===== src/rtl/state_dump_unit.sv =====
// state_dump_unit
//   Streams a snapshot of processor state as a sequence of records over a
//   valid/ready channel. Each dump is one header record carrying the free-running
//   cycle count, then NUM_REGS register-file records, then MEM_BYTES
//   data-memory records. The final record is flagged with dump_last_o.
//   A dump starts on trig_i. When PERIODIC=1, a dump also starts automatically
//   every PERIOD cycles. A request that arrives while a dump is in progress
//   is discarded and latches dropped_o.
//
// Ports
//   clk_i, rst_i         clock, asynchronous active-low reset
//   trig_i               dump request
//   reg_addr_o/data_i    register-file read port (data combinational on addr)
//   mem_addr_o/data_i    data-memory byte read port (data combinational on addr)
//   dump_valid_o/ready_i record handshake
//   dump_kind_o          0 header, 1 register, 2 memory
//   dump_idx_o           register/memory index (0 for header)
//   dump_data_o          record payload
//   dump_last_o          final record of the dump
//   busy_o               dump in progress
//   dropped_o            sticky: a request was discarded while busy
module state_dump_unit #(
    parameter int DATA_W    = 32,
    parameter int NUM_REGS  = 32,
    parameter int MEM_BYTES = 32,
    parameter int PERIODIC  = 0,
    parameter int PERIOD    = 20
) (
    input  logic              clk_i,
    input  logic              rst_i,
    input  logic              trig_i,
    output logic [7:0]        reg_addr_o,
    input  logic [DATA_W-1:0] reg_data_i,
    output logic [7:0]        mem_addr_o,
    input  logic [7:0]        mem_data_i,
    output logic              dump_valid_o,
    input  logic              dump_ready_i,
    output logic [1:0]        dump_kind_o,
    output logic [7:0]        dump_idx_o,
    output logic [DATA_W-1:0] dump_data_o,
    output logic              dump_last_o,
    output logic              busy_o,
    output logic              dropped_o
);

    typedef enum logic [1:0] {IDLE, HDR, REG, MEM} state_t;

    localparam logic [1:0] KIND_HDR = 2'd0;
    localparam logic [1:0] KIND_REG = 2'd1;
    localparam logic [1:0] KIND_MEM = 2'd2;
    localparam logic [7:0] REG_LAST = 8'(NUM_REGS - 1);
    localparam logic [7:0] MEM_LAST = 8'(MEM_BYTES - 1);
    localparam int         PW       = (PERIOD > 1) ? $clog2(PERIOD) : 1;
    localparam logic [PW-1:0] PHASE_LAST = PW'(PERIOD - 1);

    state_t            r_state;
    logic [7:0]        r_ptr;      // index of the next register/memory record to load
    logic [31:0]       r_cnt;
    logic [PW-1:0]     r_phase;    // tracks r_cnt mod PERIOD without a divider
    logic              r_valid;
    logic [1:0]        r_kind;
    logic [7:0]        r_idx;
    logic [DATA_W-1:0] r_data;
    logic              r_last;
    logic              r_busy;
    logic              r_dropped;

    logic w_xfer;
    logic w_load;
    logic w_auto;
    logic w_req;
    logic w_final;

    assign w_xfer  = r_valid & dump_ready_i;
    assign w_load  = ~r_valid | dump_ready_i;
    assign w_auto  = (PERIODIC != 0) && (r_phase == PHASE_LAST);
    assign w_req   = trig_i | w_auto;
    // r_last is only ever set on the final memory record.
    assign w_final = r_last & w_xfer;

    always_ff @(posedge clk_i or negedge rst_i) begin
        if (!rst_i) begin
            r_state   <= IDLE;
            r_ptr     <= '0;
            r_cnt     <= '0;
            r_phase   <= '0;
            r_valid   <= 1'b0;
            r_kind    <= KIND_HDR;
            r_idx     <= '0;
            r_data    <= '0;
            r_last    <= 1'b0;
            r_busy    <= 1'b0;
            r_dropped <= 1'b0;
        end else begin
            r_cnt <= r_cnt + 32'd1;
            // The phase restarts when the 32-bit count wraps, so it stays equal
            // to the counter modulo PERIOD even across the wrap.
            r_phase <= (r_cnt == '1 || r_phase == PHASE_LAST) ? '0 : r_phase + 1'b1;

            if (w_req && r_busy && !w_final)
                r_dropped <= 1'b1;

            case (r_state)
                IDLE: begin
                    if (w_req) begin
                        r_state <= HDR;
                        r_valid <= 1'b1;
                        r_kind  <= KIND_HDR;
                        r_idx   <= '0;
                        r_data  <= DATA_W'(r_cnt);
                        r_last  <= 1'b0;
                        r_busy  <= 1'b1;
                        r_ptr   <= '0;
                    end
                end
                HDR: begin
                    // Register 0 is loaded as the header leaves; reg_addr_o is
                    // already 0 here, so reg_data_i is the right word.
                    if (w_xfer) begin
                        r_state <= REG;
                        r_kind  <= KIND_REG;
                        r_idx   <= '0;
                        r_data  <= reg_data_i;
                        r_ptr   <= 8'd1;
                    end
                end
                REG: begin
                    if (w_load) begin
                        r_valid <= 1'b1;
                        r_kind  <= KIND_REG;
                        r_idx   <= r_ptr;
                        r_data  <= reg_data_i;
                        if (r_ptr == REG_LAST) begin
                            r_state <= MEM;
                            r_ptr   <= '0;
                        end else begin
                            r_ptr <= r_ptr + 8'd1;
                        end
                    end
                end
                MEM: begin
                    if (w_final) begin
                        if (w_req) begin
                            // Back-to-back dump: header replaces the last record.
                            r_state <= HDR;
                            r_kind  <= KIND_HDR;
                            r_idx   <= '0;
                            r_data  <= DATA_W'(r_cnt);
                            r_last  <= 1'b0;
                            r_ptr   <= '0;
                        end else begin
                            r_state <= IDLE;
                            r_valid <= 1'b0;
                            r_last  <= 1'b0;
                            r_busy  <= 1'b0;
                        end
                    end else if (w_load && !r_last) begin
                        r_valid <= 1'b1;
                        r_kind  <= KIND_MEM;
                        r_idx   <= r_ptr;
                        r_data  <= DATA_W'(mem_data_i);
                        r_last  <= (r_ptr == MEM_LAST);
                        if (r_ptr != MEM_LAST)
                            r_ptr <= r_ptr + 8'd1;
                    end
                end
                default: r_state <= IDLE;
            endcase
        end
    end

    assign reg_addr_o   = (r_state == REG) ? r_ptr : 8'd0;
    assign mem_addr_o   = (r_state == MEM) ? r_ptr : 8'd0;
    assign dump_valid_o = r_valid;
    assign dump_kind_o  = r_kind;
    assign dump_idx_o   = r_idx;
    assign dump_data_o  = r_data;
    assign dump_last_o  = r_last;
    assign busy_o       = r_busy;
    assign dropped_o    = r_dropped;

endmodule


===== config.mk =====
export PLATFORM = sky130hd
export DESIGN_NAME = state_dump_unit
export DESIGN_NICKNAME = d
export VERILOG_FILES = /design/src/rtl/state_dump_unit.sv
export SDC_FILE = /design/constraint.sdc
export NUM_CORES = 1
export LEC_CHECK = 0
export ABC_AREA = 1
export CORE_UTILIZATION = 50
export DETAILED_ROUTE_END_ITERATION = 10
export GPL_TIMING_DRIVEN = 0
export PLACE_DENSITY = 0.78
export SLEW_MARGIN = 10
export SYNTH_ARGS = -nofsm -noshare
export SYNTH_HDL_FRONTEND = slang
export SYNTH_SLANG_ARGS = --single-unit

===== constraint.sdc =====
create_clock -name clk_i -period 2.2 [get_ports clk_i]
set_input_delay 0.22 -clock clk_i [delete_from_list [all_inputs] [get_ports clk_i]]
set_output_delay 0.22 -clock clk_i [all_outputs]
set_load 0.02 [all_outputs]

==> results of run 1 <==
[Yosys cell counts (all sizes together)]
| cell | n |
|---|---|
| nand4 | 30 |
| nor3 | 11 |
| nand2 | 229 |
| o2bb2ai | 1 |
| a21oi | 5 |
| nor2 | 66 |
| nor4 | 1 |
| o2111ai | 1 |
| o21ai | 8 |
| clkbuf | 4 |
| dfrtp | 88 |
| o211ai | 1 |
| a31o | 1 |
| buf | 18 |
| inv | 62 |
| o21a | 1 |
| ha | 6 |
| nand3b | 5 |
| o31ai | 1 |
| a21boi | 1 |
| a31oi | 1 |
| xnor2 | 5 |
| xor2 | 18 |
| nand3 | 75 |
[flip-flops by register name, indices dropped and copies added (netlist names)]
name / count
dump_data_o: 32
r_cnt: 32
dump_idx_o: 8
r_ptr: 8
dump_kind_o: 2
r_state: 2
busy_o: 1
dropped_o: 1
dump_last_o: 1
dump_valid_o: 1
[per-layer routing]
layer / GRT usage (%) / routed length [um] / vias up
li1: - / - / 2282
met1: 34.0 / 5390 / 2217
met2: 49.1 / 6760 / 144
met3: 3.12 / 554 / 25
met4: 12.7 / 349 / 0
met5: 0 / 0 / -
[worst max path at each step]
stage	to	slack [ns]	cells past startpoint
floorplan	r_ptr[4]	0.58	10
global placement	r_cnt[29]	-2.27	1
detailed placement	reg_addr_o[6]	0.04	6
CTS	mem_addr_o[2]	0.08	5
global route	reg_addr_o[7]	0.002	6
finish	mem_addr_o[1]	0.12	5
[final cells by class]
class | instances | area, um2
Clock inverter | 6 | 108
Tap cell | 129 | 161
Inverter | 62 | 233
Multi-Input combinational cell | 467 | 2260
Fill cell | 776 | 2960
Clock buffer | 10 | 128
Timing Repair Buffer | 108 | 1090
Sequential cell | 88 | 2200
Buffer | 21 | 176
[per-stage QoR]
| stage | TNS [ns] | std cells | total power (W) | hold slack [ns] |
|---|---|---|---|---|
| 6_report | 0 | 891 | 0.00706 | 0.347 |
| 5_1_grt | 0 | 891 | 0.00755 | 0.371 |
| 4_1_cts | 0 | 890 | 0.00708 | 0.353 |
| 3_5_place_dp | 0 | 874 | 0.00574 | 0.196 |
| 3_3_place_gp | -198.73 | 873 | 0.00563 | 0.450 |
| 2_1_floorplan | 0 | 639 | 0.00453 | -0.0756 |
[report_power, final]
group,leakage (nW),switching [W],internal [W]
sequential,1.17,0.000200,0.00190
clock,0.116,0.000577,0.000751
combinational,1.89,0.00221,0.00142
[timing repair]
item,in CTS,in global routing
buffers inserted,0,1
setup endpoints to repair,16,8
hold buffers,1,0
resized for setup,12,5
endpoints found under the hold margin,30,0
[cell families after synthesis]
family / count (synthesis)
compound gates: 21
xor+xnor: 23
fa+ha+maj: 6
buf+inv: 84
flops: 88
simple gates: 417
==> impl_metrics.csv, run 1 <==
group,metric,value,unit
synthesis,syn_avg_cell_area,7.62,um2
route,antenna_left,0,
synthesis,synth-xor-area-share,4.14,%
die,core_area,9330,um2
critical_path,start_kind,"flip-flop",
synthesis,synthesis.nets,689,
global_routing,grt_pass1_vias,4469,
critical_path,cp-startpoint,"r_state[0]",
clocking,clk_pin_slew,0.09,ns
place,place_area,6110,um2
clocking,clock_sinks,88,
die,io_pins,106,
timing,rsz0062_at_grt,"false",
critical_path,reg2reg_depth,10,
clocking,clockBufferDepth,2,
critical_path,crit_buf_inv,3,
run_status,run_status,"finished clean",
synthesis,synth_top_family_by_area,"simple AND/OR/NAND/NOR gates",
finish,utilization,68.2,%
timing,hold_viol,0,
critical_path,reg2reg_from,"r_state[0]",
finish,nNetsFinal,807,
timing,final.setup.worst_slack,0.124,ns
synthesis,ys_seq_area_share,45.2,%
critical_path,rr_endpoint,"r_ptr[4]",
critical_path,r2r_slack,0.19,ns
clocking,cts_tree,"built",
timing,setup_viol,0,
synthesis,synthSimpleGateAreaFrac,37.8,%
finish,drive_above_1_share,8.27,%
synthesis,synth_top_area_share,45.2,%
pwr,p_leak,3.17,nW
synthesis,ys_ff_latch,88,
timing,skew,0.00964,ns
die,start_util,52.2,%
route,dr.pass1.iters,5,
finish,final_area,6360,um2
critical_path,cp_slowest_stage_delay,0.59,ns
hold_path,hold_class,"in -> async",
finish,layout_common_cells,"nand2_1 (221), clkdlybuf4s50_1 (93), dfrtp_1 (88), nand3_1 (74)",
die,die_h,101,um
synthesis,synthMuxAreaShare,0,%
critical_path,critPathTopFamily,"buffers and inverters",
route,vias,4668,
place,gp_congestion,0.928,
clocking,htree_levels,3,
place,dp_slack,0.0376,ns
synthesis,synth_largest_area_cell,"dfrtp_1",
timing,worst_pin_slew,0.458,ns
timing,fmaxAchievable,482,MHz
critical_path,required,1.98,ns
critical_path,path_class,"reg -> out",
die,die_x,101,um
synthesis,synth.distinct_cells,38,
timing,period_needed,2.08,ns
global_routing,grt_max_degree,59,
synthesis,synth_top_cells_by_area,"dfrtp_1 (45%), nand2_1 (17%), nand3_1 (7.6%)",
critical_path,critical_path.cell_chain,"ha_1 -> buf_4 -> nand2_1 -> inv_1 -> clkdlybuf4s50_1",
synthesis,synth_fa_ha_area_share,1.54,%
synthesis,synthCells,639,
place,port_buffers,105,
clocking,ctsRootBufferMaster,"clkbuf_8",
global_routing,grt_usage,27.7,%
route,drc,0,
timing,post-route-period-util,94.4,%
critical_path,arrival,1.86,ns
clocking,clk_latency,0.35,ns
route,first_iter_violations,210,
route,routed_wire_length_per_instance,14.7,um
route,vias_per_cell,5.24,
global_routing,antenna_found_initial,0,
synthesis,synth_warnings,0,
die,placementRows,35,
pwr,power.density,1110,nW/um2
finish,area_growth,30.7,%
timing,slew_viol_final,0,
die,dieArea,10100,um2
finish,layout_commonest_cell,"nand2_1",
finish,diodes,0,
critical_path,critical_path.endpoint_type,"output pin",
global_routing,grt-ovfl-total,0,
global_routing,grt_pass1_wl,21500,um
route,wl,13100,um
flow_run,cap_violations,0,
timing,slew_headroom,69.4,%
critical_path,slowest_stage,"clkdlybuf4s50_1",
critical_path,crit_fanout,16,
synthesis,syn-cell-area,4870,um2
place,dpl.hpwl,10300,um
pwr,vdd_drop_max,0.530,mV
clocking,numCtsBuffers,9,
synthesis,synth_compound_area_share,2.93,%
No activity file was read; power rests on OpenSTA's default activity.
==> run 2, diff against run 1 <==
- CAP_MARGIN: unset -> 20
- CTS_BUF_LIST: unset -> sky130_fd_sc_hd__clkbuf_4 sky130_fd_sc_hd__clkbuf_8
==> impl_metrics.csv, run 2 (same netlist as run 1, synthesis figures left out) <==
group,metric,value,unit
critical_path,crit_fanout,16,
place,dp_cells,874,
route,first_iter_violations,210,
route,vias,4668,
critical_path,critical_path.endpoint_type,"output pin",
timing,hold_viol,0,
die,dieArea,10100,um2
place,gp_congestion,0.928,
timing,slew_viol_final,0,
die,start_util,52.2,%
pwr,power.density,1110,nW/um2
global_routing,grt_pass1_wl,21500,um
global_routing,grt_max_degree,59,
critical_path,start_kind,"flip-flop",
hold_path,hold_class,"in -> async",
run_status,run_status,"finished clean",
finish,layout_common_cells,"nand2_1 (221), clkdlybuf4s50_1 (93), dfrtp_1 (88), nand3_1 (74)",
timing,post-route-period-util,94.4,%
clocking,cts_tree,"built",
route,antenna_left,0,
timing,rsz0062_at_grt,"false",
finish,nNetsFinal,807,
route,drc,0,
timing,final.setup.worst_slack,0.124,ns
pwr,total_power,0.00707,W
critical_path,slowest_stage,"clkdlybuf4s50_1",
flow_run,cap_violations,0,
timing,slew_headroom,69.4,%
route,dr.pass1.iters,5,
die,core_area,9330,um2
finish,finalNonFillerCells,891,
finish,drive_above_1_share,8.40,%
place,dp_slack,0.0376,ns
global_routing,grt-ovfl-total,0,
critical_path,arrival,1.86,ns
clocking,numCtsBuffers,9,
clocking,clk_latency,0.35,ns
timing,setup_viol,0,
finish,fill_cells,776,
critical_path,required,1.98,ns
critical_path,cp_slowest_stage_delay,0.59,ns
clocking,ctsRootBufferMaster,"clkbuf_8",
critical_path,crit_buf_inv,3,
place,port_buffers,105,
pwr,vdd_drop_max,0.530,mV
critical_path,critPathTopFamily,"buffers and inverters",
global_routing,grt_pass1_vias,4469,
clocking,clockBufferDepth,2,
clocking,clk_pin_slew,0.09,ns
die,die_h,101,um
die,io_pins,106,
timing,worst_pin_slew,0.458,ns
clocking,htree_levels,3,
finish,multi_input_area,2260,um2
die,die_x,101,um
route,wl,13100,um
critical_path,critical_path.cell_chain,"ha_1 -> buf_4 -> nand2_1 -> inv_1 -> clkdlybuf4s50_1",
timing,period_needed,2.08,ns
critical_path,path_class,"reg -> out",
timing,fmaxAchievable,482,MHz
global_routing,grt_usage,27.7,%
finish,layout_commonest_cell,"nand2_1",
timing,whs,0.347,ns
die,placementRows,35,
route,routed_wire_length_per_instance,14.7,um
place,dpl.hpwl,10300,um
finish,area_growth,30.8,%
clocking,clock_sinks,88,
finish,diodes,0,
timing,skew,0.00964,ns
route,vias_per_cell,5.24,
global_routing,antenna_found_initial,0,
pwr,p_leak,3.18,nW
finish,seq_area,2200,um2
-- run 2: per-stage QoR --
step	instance area (um2)	utilization, %	setup TNS [ns]
global route	6370	68.3	0
floorplan	4870	-	0
global placement	6080	65.2	-198.73
finish	6370	68.3	0
CTS	6350	68.1	0
detailed placement	6110	65.5	0
-- run 2: cell type report --
cell class	count	area share, %
Tap cell	129	2.53
Clock buffer	10	2.06
Inverter	62	3.65
Clock inverter	6	1.69
Sequential cell	88	34.6
Multi-Input combinational cell	467	35.6
Timing Repair Buffer	108	17.1
Buffer	21	2.77
-- run 2: path summary, 6_finish.rpt --
kind | startpoint | endpoint | slack (ns) | depth (start not counted)
setup / recovery | r_state[0] | mem_addr_o[1] | 0.12 | 5
hold / removal | rst_i | r_state[0] | 0.35 | 2
setup reg to reg | r_state[0] | r_ptr[4] | 0.19 | 10
hold reg to reg | dropped_o | dropped_o | 0.47 | 1
max in group asynchronous | rst_i | r_cnt[21] | 1.21 | 3
min in group clk_i | mem_data_i[5] | dump_data_o[5] | 0.43 | 3
-- run 2: layer usage --
| metal | routed length (um) | part of all wire (%) | vias to the layer above | GRT usage (%) |
|---|---|---|---|---|
| li1 | - | - | 2282 | - |
| met1 | 5390 | 41 | 2217 | 34.0 |
| met2 | 6760 | 52 | 144 | 49.1 |
| met3 | 554 | 4.2 | 25 | 3.12 |
| met4 | 349 | 2.7 | 0 | 12.7 |
| met5 | 0 | 0 | - | 0 |
-- run 2: what timing repair did --
action	4_1_cts	5_1_grt
hold endpoints to repair	30	0
endpoints found under the setup margin	16	8
buffers inserted	0	1
hold buffers	1	0
gates resized for setup	12	5
-- run 2: where the power goes --
part	switching (W)	total [W]	leakage, nW	internal [W]
clock network	0.000577	0.00134	0.120	0.000764
registers	0.000200	0.00210	1.17	0.00190
logic	0.00221	0.00363	1.89	0.00142
